### src/rtl/lcd_pkg.sv
// Shared definitions for the LCD drawing engine: panel geometry defaults,
// RGB565 colour constants and the rectangle-fill state encoding.
package lcd_pkg;

    localparam int LCD_W_DEF = 132;
    localparam int LCD_H_DEF = 162;

    localparam logic [15:0] RGB_RED    = 16'hF800;
    localparam logic [15:0] RGB_GREEN  = 16'h07E0;
    localparam logic [15:0] RGB_BLUE   = 16'h001F;
    localparam logic [15:0] RGB_BLACK  = 16'h0000;
    localparam logic [15:0] RGB_WHITE  = 16'hFFFF;
    localparam logic [15:0] RGB_YELLOW = 16'hFFE0;

    localparam logic [1:0] ST_IDLE = 2'd0;
    localparam logic [1:0] ST_CLIP = 2'd1;
    localparam logic [1:0] ST_FILL = 2'd2;
    localparam logic [1:0] ST_DONE = 2'd3;

    function automatic logic [8:0] min9(input logic [8:0] a, input logic [8:0] b);
        return (a < b) ? a : b;
    endfunction

endpackage

### src/rtl/lcd_rect_clip.sv
// Clips a latched rectangle to the panel: exclusive x/y end bounds, unclipped
// right/bottom edge coordinates and the empty flag, all in 9-bit arithmetic.
module lcd_rect_clip
    import lcd_pkg::*;
#(
    parameter int LCD_W = LCD_W_DEF,
    parameter int LCD_H = LCD_H_DEF
) (
    input  logic [7:0] x0,
    input  logic [7:0] y0,
    input  logic [7:0] w,
    input  logic [7:0] h,
    output logic [8:0] x_end,
    output logic [8:0] y_end,
    output logic [8:0] x_right,
    output logic [8:0] y_bottom,
    output logic       empty
);

    localparam logic [8:0] PANEL_W = 9'(LCD_W);
    localparam logic [8:0] PANEL_H = 9'(LCD_H);

    logic [8:0] x_sum;
    logic [8:0] y_sum;

    assign x_sum = {1'b0, x0} + {1'b0, w};
    assign y_sum = {1'b0, y0} + {1'b0, h};

    assign x_end = min9(x_sum, PANEL_W);
    assign y_end = min9(y_sum, PANEL_H);

    // Meaningless when w or h is zero, but those commands never reach FILL.
    assign x_right  = x_sum - 9'd1;
    assign y_bottom = y_sum - 9'd1;

    assign empty = (w == 8'd0) || (h == 8'd0) ||
                   ({1'b0, x0} >= PANEL_W) || ({1'b0, y0} >= PANEL_H);

endmodule

### src/rtl/lcd_rect_fill.sv
// Rectangle drawing engine: accepts a command, clips it to the panel and
// writes a solid or outlined RGB565 rectangle one pixel per accepted write.
module lcd_rect_fill
    import lcd_pkg::*;
#(
    parameter int LCD_W = LCD_W_DEF,
    parameter int LCD_H = LCD_H_DEF
) (
    input  logic        clk,
    input  logic        rst_in,
    input  logic        cmd_valid,
    output logic        cmd_ready,
    input  logic [7:0]  cmd_x0,
    input  logic [7:0]  cmd_y0,
    input  logic [7:0]  cmd_w,
    input  logic [7:0]  cmd_h,
    input  logic [15:0] cmd_color,
    input  logic        cmd_outline,
    output logic        fb_we,
    output logic [7:0]  fb_addr_x,
    output logic [7:0]  fb_addr_y,
    output logic [15:0] fb_wdata,
    input  logic        fb_wready,
    output logic        busy,
    output logic        done
);

    logic [1:0]  state;
    logic [7:0]  x0_q, y0_q, w_q, h_q;
    logic        outline_q;
    logic [15:0] color_q;
    logic [7:0]  x_q, y_q;

    logic [8:0]  x_end, y_end, x_right, y_bottom;
    logic        empty;

    lcd_rect_clip #(
        .LCD_W (LCD_W),
        .LCD_H (LCD_H)
    ) u_clip (
        .x0       (x0_q),
        .y0       (y0_q),
        .w        (w_q),
        .h        (h_q),
        .x_end    (x_end),
        .y_end    (y_end),
        .x_right  (x_right),
        .y_bottom (y_bottom),
        .empty    (empty)
    );

    logic accept;
    logic pixel_done;
    logic last_col;
    logic last_row;
    logic interior_row;
    logic row_end;
    logic [7:0] x_step;

    assign accept     = cmd_valid && cmd_ready;
    assign pixel_done = fb_we && fb_wready;

    assign last_col = (({1'b0, x_q} + 9'd1) == x_end);
    assign last_row = (({1'b0, y_q} + 9'd1) == y_end);

    // Interior rows of an outline only carry the left and right edge pixels;
    // a 1-wide or 1-high outline has no interior and fills solid.
    assign interior_row = outline_q && (w_q > 8'd1) && (h_q > 8'd1) &&
                          (y_q != y0_q) && ({1'b0, y_q} != y_bottom);

    assign row_end = last_col || (interior_row && (x_right >= x_end));
    assign x_step  = interior_row ? x_right[7:0] : (x_q + 8'd1);

    assign cmd_ready = (state == ST_IDLE) && !rst_in;
    assign fb_we     = (state == ST_FILL);
    assign busy      = (state != ST_IDLE);
    assign done      = (state == ST_DONE);
    assign fb_addr_x = x_q;
    assign fb_addr_y = y_q;
    assign fb_wdata  = color_q;

    always_ff @(posedge clk) begin
        if (rst_in) begin
            state   <= ST_IDLE;
            x_q     <= 8'd0;
            y_q     <= 8'd0;
            color_q <= 16'd0;
        end else begin
            case (state)
                ST_IDLE: begin
                    if (accept) begin
                        color_q <= cmd_color;
                        state   <= ST_CLIP;
                    end
                end
                ST_CLIP: begin
                    if (empty) begin
                        state <= ST_DONE;
                    end else begin
                        x_q   <= x0_q;
                        y_q   <= y0_q;
                        state <= ST_FILL;
                    end
                end
                ST_FILL: begin
                    // Position advances only on a completed write, so a stall
                    // holds address and data exactly where they are.
                    if (pixel_done) begin
                        if (row_end) begin
                            x_q <= x0_q;
                            if (last_row) begin
                                state <= ST_DONE;
                            end else begin
                                y_q <= y_q + 8'd1;
                            end
                        end else begin
                            x_q <= x_step;
                        end
                    end
                end
                default: begin
                    state <= ST_IDLE;
                end
            endcase
        end
    end

    // Geometry is only consumed after CLIP, so it needs no reset.
    always_ff @(posedge clk) begin
        if (accept) begin
            x0_q      <= cmd_x0;
            y0_q      <= cmd_y0;
            w_q       <= cmd_w;
            h_q       <= cmd_h;
            outline_q <= cmd_outline;
        end
    end

endmodule

### config.mk
export PLATFORM = sky130hd
export DESIGN_NAME = lcd_rect_fill
export DESIGN_NICKNAME = d
export VERILOG_FILES = /design/src/rtl/lcd_pkg.sv /design/src/rtl/lcd_rect_clip.sv /design/src/rtl/lcd_rect_fill.sv
export SDC_FILE = /design/constraint.sdc
export NUM_CORES = 1
export LEC_CHECK = 0
export CAP_MARGIN = 40
export CORE_ASPECT_RATIO = 2
export CORE_UTILIZATION = 49
export CTS_CLUSTER_SIZE = 28
export DETAILED_ROUTE_END_ITERATION = 16
export PLACE_DENSITY_LB_ADDON = 0.1
export SKIP_CTS_REPAIR_TIMING = 1
export SYNTH_ARGS = -nofsm -noshare
export SYNTH_HDL_FRONTEND = slang
export SYNTH_SLANG_ARGS = --single-unit
### constraint.sdc
create_clock -name clk -period 4.25 [get_ports clk]
set_input_delay 0.6375 -clock clk [delete_from_list [all_inputs] [get_ports clk]]
set_output_delay 0.6375 -clock clk [all_outputs]
set_load 0.005 [all_outputs]
==> Yosys cells after proc, flatten, opt, wreduce, memory -nomap -nowiden <==
Index checks and enable logic that the tools add are counted.
{ "word_totals": {"ff_bits": 67, "in_bits": 53, "output_inout_bits": 36, "wordCells": 77} }
{ "classes": {"addsub": 8, "n_lt_le_gt_ge": 7, "eq_ne": 13, "mux": 18, "n_reduce_logical": 22} }
{ "op_table": {"columns": ["operator", "n"], "rows": [
  ["$mux 8", 8],
  ["$pmux 8 s2", 2],
  ["$add 8x1->9 const B", 2],
  ["$add 8x8->9", 2],
  ["$eq 9x9->1", 2],
  ["$lt 9x8->1 const B", 2],
  ["$mux 9", 2],
  ["$sub 9x1->9 const B", 2],
  ["$add 8x1->8 const B", 2],
  ["$ge 8x8->1 const B", 2],
  ["$gt 8x1->1 const B", 2],
  ["$logic_not 8->1", 2],
  ["$ge 9x9->1", 1],
  ["$ne 8x9->1", 1],
  ["$logic_and 1x1->1", 8],
  ["$mux 2", 4],
  ["$ne 8x8->1", 1],
  ["$ne 2x1->1 const B", 3],
  ["$ne 2x2->1 const B", 3],
  ["$pmux 2 s3", 1],
  ["$reduce_and 5->1", 1],
  ["$eq 2x2->1 const B", 2],
  ["$logic_or 1x1->1", 4],
  ["$reduce_and 4->1", 1],
  ["other kinds (7)", 8]
]} }

==> Depth between registers and ports, before layout <==
{ "depth": {"depth_word": 10, "depth_mapped": 20, "depth_no_buf": 19} }

==> Modules after synthesis <==
From an unflattened synthesis, not the netlist that was laid out.
{ "hier_totals": {"cells_unflattened": 583, "hier_area_um2": 5262.5} }
{ "by_module_without_submodules": {"columns": ["module", "instances", "cells_per_inst", "area_per_inst_um2", "seq_area_each_um2"], "rows": [
  ["lcd_rect_fill", 1, 392, 3853.7, 1671.6],
  ["lcd_rect_clip", 1, 191, 1408.9, 0.0]
]} }

==> Least setup slack after synthesis <==
No wires, ideal clock.
{ "synth_timing": {"path_type": "flip-flop to flip-flop", "startpoint": "register w_q[0]", "endpoint": "register y_q[1] (netlist: fb_addr_y[1])", "setup_ns": 0.070, "arrival_time_ns": 4.299, "required_time_ns": 4.180, "slack_ns": -0.119, "stages_incl_launch_ff": 20, "path_cell_list": "edfxtp_1 ha_1 fa_1 a211oi_2 o21ai_1 a221o_2 nor3_4 a21o_4 and2b_1 ha_1 a21o_1 a21o_1 a21oi_1 and3_1 a221o_1 a21oi_1 a21boi_4 o21ai_4 or3_1 a21oi_1"} }
{ "synth_via": {"elab_chain_len": 9, "word_cells_on_any_way": 20, "classes_between": "add/sub (2); order compare (3); eq/ne (3); mux (1); reduce/logical (11)"} }
{ "synth_lines": {"columns": ["element", "line", "source"], "rows": [
  ["start: declaration", "lcd_rect_fill.sv:29", "logic [7:0] x0_q, y0_q, w_q, h_q;"],
  ["start signal: assignment", "lcd_rect_fill.sv:133", "w_q <= cmd_w;"],
  ["branches (longest 8 deep; another with $add 8x8->9)", null, null],
  ["$reduce_and 5->1 (no source line) (*)", null, null],
  ["end signal: assignment", "lcd_rect_fill.sv:101", "y_q <= y0_q;"],
  ["end signal: assignment", "lcd_rect_fill.sv:114", "y_q <= y_q + 8'd1;"],
  ["end: declaration", "lcd_rect_fill.sv:32", "logic [7:0] x_q, y_q;"]
]} }
Mark *: on every way between the ends.
A chain may end at the register's enable or synchronous reset.

==> Worst setup path in the final report <==
{ "layout_timing": {"startpoint": "register x0_q[0]", "endpoint": "register x_q[5] (netlist: fb_addr_x[5])"} }
{ "layout_via": {"elab_chain_len": 9, "word_cells_on_any_way": 17, "classes_between": "add/sub (2); order compare (3); eq/ne (2); mux (5); reduce/logical (5)"} }
{ "layout_lines": {"columns": ["element", "line", "source"], "rows": [
  ["start: declaration", "lcd_rect_fill.sv:29", null],
  ["start signal: assignment", "lcd_rect_fill.sv:131", "x0_q <= cmd_x0;"],
  ["$add 8x8->9", "lcd_rect_clip.sv:26", "assign x_sum = {1'b0, x0} + {1'b0, w};"],
  ["$lt 9x8->1", "lcd_pkg.sv:21", "return (a < b) ? a : b;"],
  ["$mux 9", "lcd_pkg.sv:21", null],
  ["$ge 9x9->1", "lcd_rect_fill.sv:71", "assign row_end = last_col || (interior_row && (x_right >= x_end));"],
  ["$logic_and 1x1->1", "lcd_rect_fill.sv:71", null],
  ["$logic_or 1x1->1", "lcd_rect_fill.sv:71", null],
  ["$mux 8", "lcd_rect_fill.sv:109", "if (row_end) begin"],
  ["$mux 8", "lcd_rect_fill.sv:108", "if (pixel_done) begin"],
  ["$pmux 8 s2", "lcd_rect_fill.sv:89", "case (state)"],
  ["end signal: assignment", "lcd_rect_fill.sv:100", "x_q <= x0_q;"],
  ["end signal: assignment", "lcd_rect_fill.sv:110", "x_q <= x0_q;"],
  ["end signal: assignment", "lcd_rect_fill.sv:117", "x_q <= x_step;"],
  ["end: declaration", "lcd_rect_fill.sv:32", null]
]} }
Parallel ways exist; a longest one is shown, timed or not. The select of a mux whose other input is x is not followed.

==> flow_summary.ini <==
[synth]
ys_top_cells_by_area = edfxtp_1 (19%), dfxtp_1 (13%), ha_1 (8.1%), nand2_1 (5.1%), xnor2_1 (3.8%)
synth_top_cell_by_area = edfxtp_1
ys_types = 97
synthArstFlopShare_pct = 0
syn_area_per_cell_um2 = 9.337
ys.flop_type = dfxtp_1
syn_area_mm2 = 0.005126
synth_seq_area_share_pct = 32.61
synth_seq_cells = 67
yosysTopAreaCellShare_pct = 19.33
synth_edf_count = 33
yosys_warnings = 0
netlist_instances = 549
syn_nets = 637

[floorplan]
core_area_mm2 = 0.01015
fp.dieW_um = 74.33
die_area_mm2 = 0.01090
ios = 89
initial_core_util_pct = 50.51
die_h_um = 146.7
num_rows = 52

[final_layout]
fin_nets = 753
syn2layout_area_growth_pct = 31.36
final_cells = 805
antennaDiodeCount = 0
fillers = 883
stdcell_area_mm2 = 0.006734
drive_gt1_share_pct = 15.82

[routing]
detail_route.wl_per_cell_um = 19.93
dr.pass1.iters = 7
first_iter_violations = 154
routed_wl_um = 16040
drt-vias-per-instance = 5.950
antenna_left = 0
vias = 4790
remaining_drc_errors = 0

[power]
p_per_area_mw_per_mm2 = 555.6
p_leak_nw = 2.505
peakVddDrop_mv = 0.3652
power_mw = 3.741

[global_routing]
antenna_found_initial = 0
grt_start_max_net_pins = 37
grt.total_usage_pct = 30.98
overflow = 0
grt_pass1_wl_um = 24980
grt_pass1_vias = 4847

[hold_path]
hold_end = fb_wdata[9]
hold_class = reg -> reg
hold_path_depth = 2
hold_start = fb_wdata[9]

[clocking]
clkSinkCount = 67
clockBufferDepth = 2
numCtsBuffers = 9
cts_tree = built
cts_root_buf = clkbuf_16
clk_latency_ns = 0.34
path_clk_slew_ns = 0.06
cts-htree-levels = 3

[sta]
finalCritPeriodShare_pct = 102.8
finalMaxSlewViolations = 0
post-route-min-period_ns = 4.369
clock_skew_ns = 0.007210
slew_headroom_pct = 51.73
worst_pin_slew_ns = 0.7241
fmax_mhz = 228.9
postLayoutSetupSlackWorst_ns = -0.1193
final-setup-viol-count = 8
hold_viol = 0
grt_setup_unrepaired = yes

[outcome]
failed_checks = setup timing
run_status = finished with violations

[worst_setup_path]
r2r-start = x0_q[0]
worst_r2r_endpoint = fb_addr_x[5]
reg2reg_setup_slack_ns = -0.12
setup.worst_path.class = reg -> reg
r2r_cells = 21
max_stage_delay_ns = 0.42
end_kind = flop
cp_num_buf_inv = 2
cp.arrival_ns = 4.60
crit_chain = ha_2 > fa_2 > a211oi_4 > o21ai_2 > a221o_2 > nor3_4 > a21o_4 > and2b_1 > ha_4 > a21o_1 > a21o_1 > a21oi_2 > and3_1 > a221o_1 > a21oi_2 > a21boi_4 > buf_12 > nor2_8 > buf_6 > o211ai_1 > a311oi_1
cp_top_family = compound AO/OA/AOI/OAI gates
slowest_stage = a221o_2
crit_path_start_kind = flop
required_ns = 4.48
crit_fanout = 7

[place]
port_buffers = 88
dp_cells = 783
post_dp_cell_area_mm2 = 0.006360
gp_congestion = 0.8991
dp_hpwl_um = 12650
pre_cts_slack_ns = -0.1396

[flow_run]
maxCapViolations = 0
synth_stat cells (7+ instances only):
cell type	instances
edfxtp_1	33
a211oi_1	7
dfxtp_1	34
mux2i_1	13
nand2_1	70
ha_1	33
xor2_1	22
nand3_1	14
a21o_1	9
xnor2_1	22
inv_1	16
nor2_1	26
clkbuf_1	17
o21ai_0	38
a21oi_1	25
nor3_1	14
o211ai_1	9
and3_1	7
cell type report:
type                    count  area, um2  area share, %
well taps                 135      168.9          2.508
clock buffers              10      229.0          3.400
flip-flops and latches     67       1672          24.82
multi-input cells         442       3363          49.94
clock inverters             6      32.53         0.4831
repair buffers            128       1205          17.89
inverters                  17      63.81         0.9476
through the flow:
| step | setup TNS (ns) | utilization [%] | hold slack, ns |
|---|---|---|---|
| 2_1_floorplan | 0 | - | 0.4525 |
| 3_3_place_gp | 0 | 62.66 | 0.4438 |
| 3_5_place_dp | -1.044 | 62.66 | 0.4499 |
| 4_1_cts | -1.594 | 65.24 | 0.4580 |
| 5_1_grt | -2.934 | 66.35 | 0.4864 |
| 6_report | -0.5214 | 66.35 | 0.4541 |
report_power, final:
| part | internal (mW) | switching, mW | leakage [nW] |
|---|---|---|---|
| clock network | 0.388 | 0.267 | 0.123 |
| logic | 0.968 | 1.10 | 1.80 |
| registers | 0.819 | 0.199 | 0.586 |
flip-flops by register name (all words and copies together), names as in the netlist:
register	flops
fb_addr_y	8
fb_addr_x	8
y0_q	8
w_q	8
fb_wdata	16
outline_q	1
state	2
x0_q	8
h_q	8
cells in the final DEF (no fill, tap or decap), types with 7 or more instances in the layout:
master,count
clkdlybuf4s50_1,88
nand2_1,70
o21ai_0,37
buf_4,36
dfxtp_1,34
edfxtp_1,33
ha_1,31
nor2_1,26
xor2_1,22
a21oi_1,21
xnor2_1,21
inv_1,16
nor3_1,14
nand3_1,14
mux2i_1,13
o211ai_1,9
a21o_1,9
clkbuf_16,9
a211oi_1,7
cells by family (layout without fill, tap and decap cells):
kind of cell               after synthesis  after routing  synth area share [%]
buffers and inverters                   40            161                 3.246
and+or+nand+nor                        176            176                 17.45
DFF                                     67             67                 32.61
muxes                                   17             17                 3.417
other                                    1              1               0.07315
AOI/OAI and AO/OA                      168            168                 26.53
xor gates and xnor gates                45             45                 7.835
adders and majority gates               35             35                 8.836
worst register-to-register path, stage by stage, from the launching register on:
cell and delay (ns):
edfxtp_1 0.40, ha_2 0.22, fa_2 0.39, a211oi_4 0.28
o21ai_2 0.09, a221o_2 0.42, nor3_4 0.20, a21o_4 0.16
and2b_1 0.16, ha_4 0.20, a21o_1 0.15, a21o_1 0.16
a21oi_2 0.14, and3_1 0.16, a221o_1 0.15, a21oi_2 0.06
a21boi_4 0.16, buf_12 0.16, nor2_8 0.13, buf_6 0.11
o211ai_1 0.08, a311oi_1 0.30
how the worst max path moves through the flow:
stage / start / end / slack (ns) / cells after the start
after floorplan: w_q[0] / fb_addr_y[1] / 0.005 / 19
after global placement: w_q[0] / fb_addr_x[5] / 0.05 / 21
after detailed placement: w_q[0] / fb_addr_x[5] / -0.14 / 21
after CTS: w_q[0] / fb_addr_x[5] / -0.20 / 21
after global routing: x0_q[0] / fb_addr_x[5] / -0.31 / 21
final: x0_q[0] / fb_addr_x[5] / -0.12 / 21
routing by layer:
layer	vias up	GRT usage, %	wire length, um
li1	2303	-	-
met1	2294	28.70	5318
met5	-	0	0
met3	57	4.486	553
met4	0	20.47	1016
met2	136	58.64	9152
(Power assumes the default switching activity.)
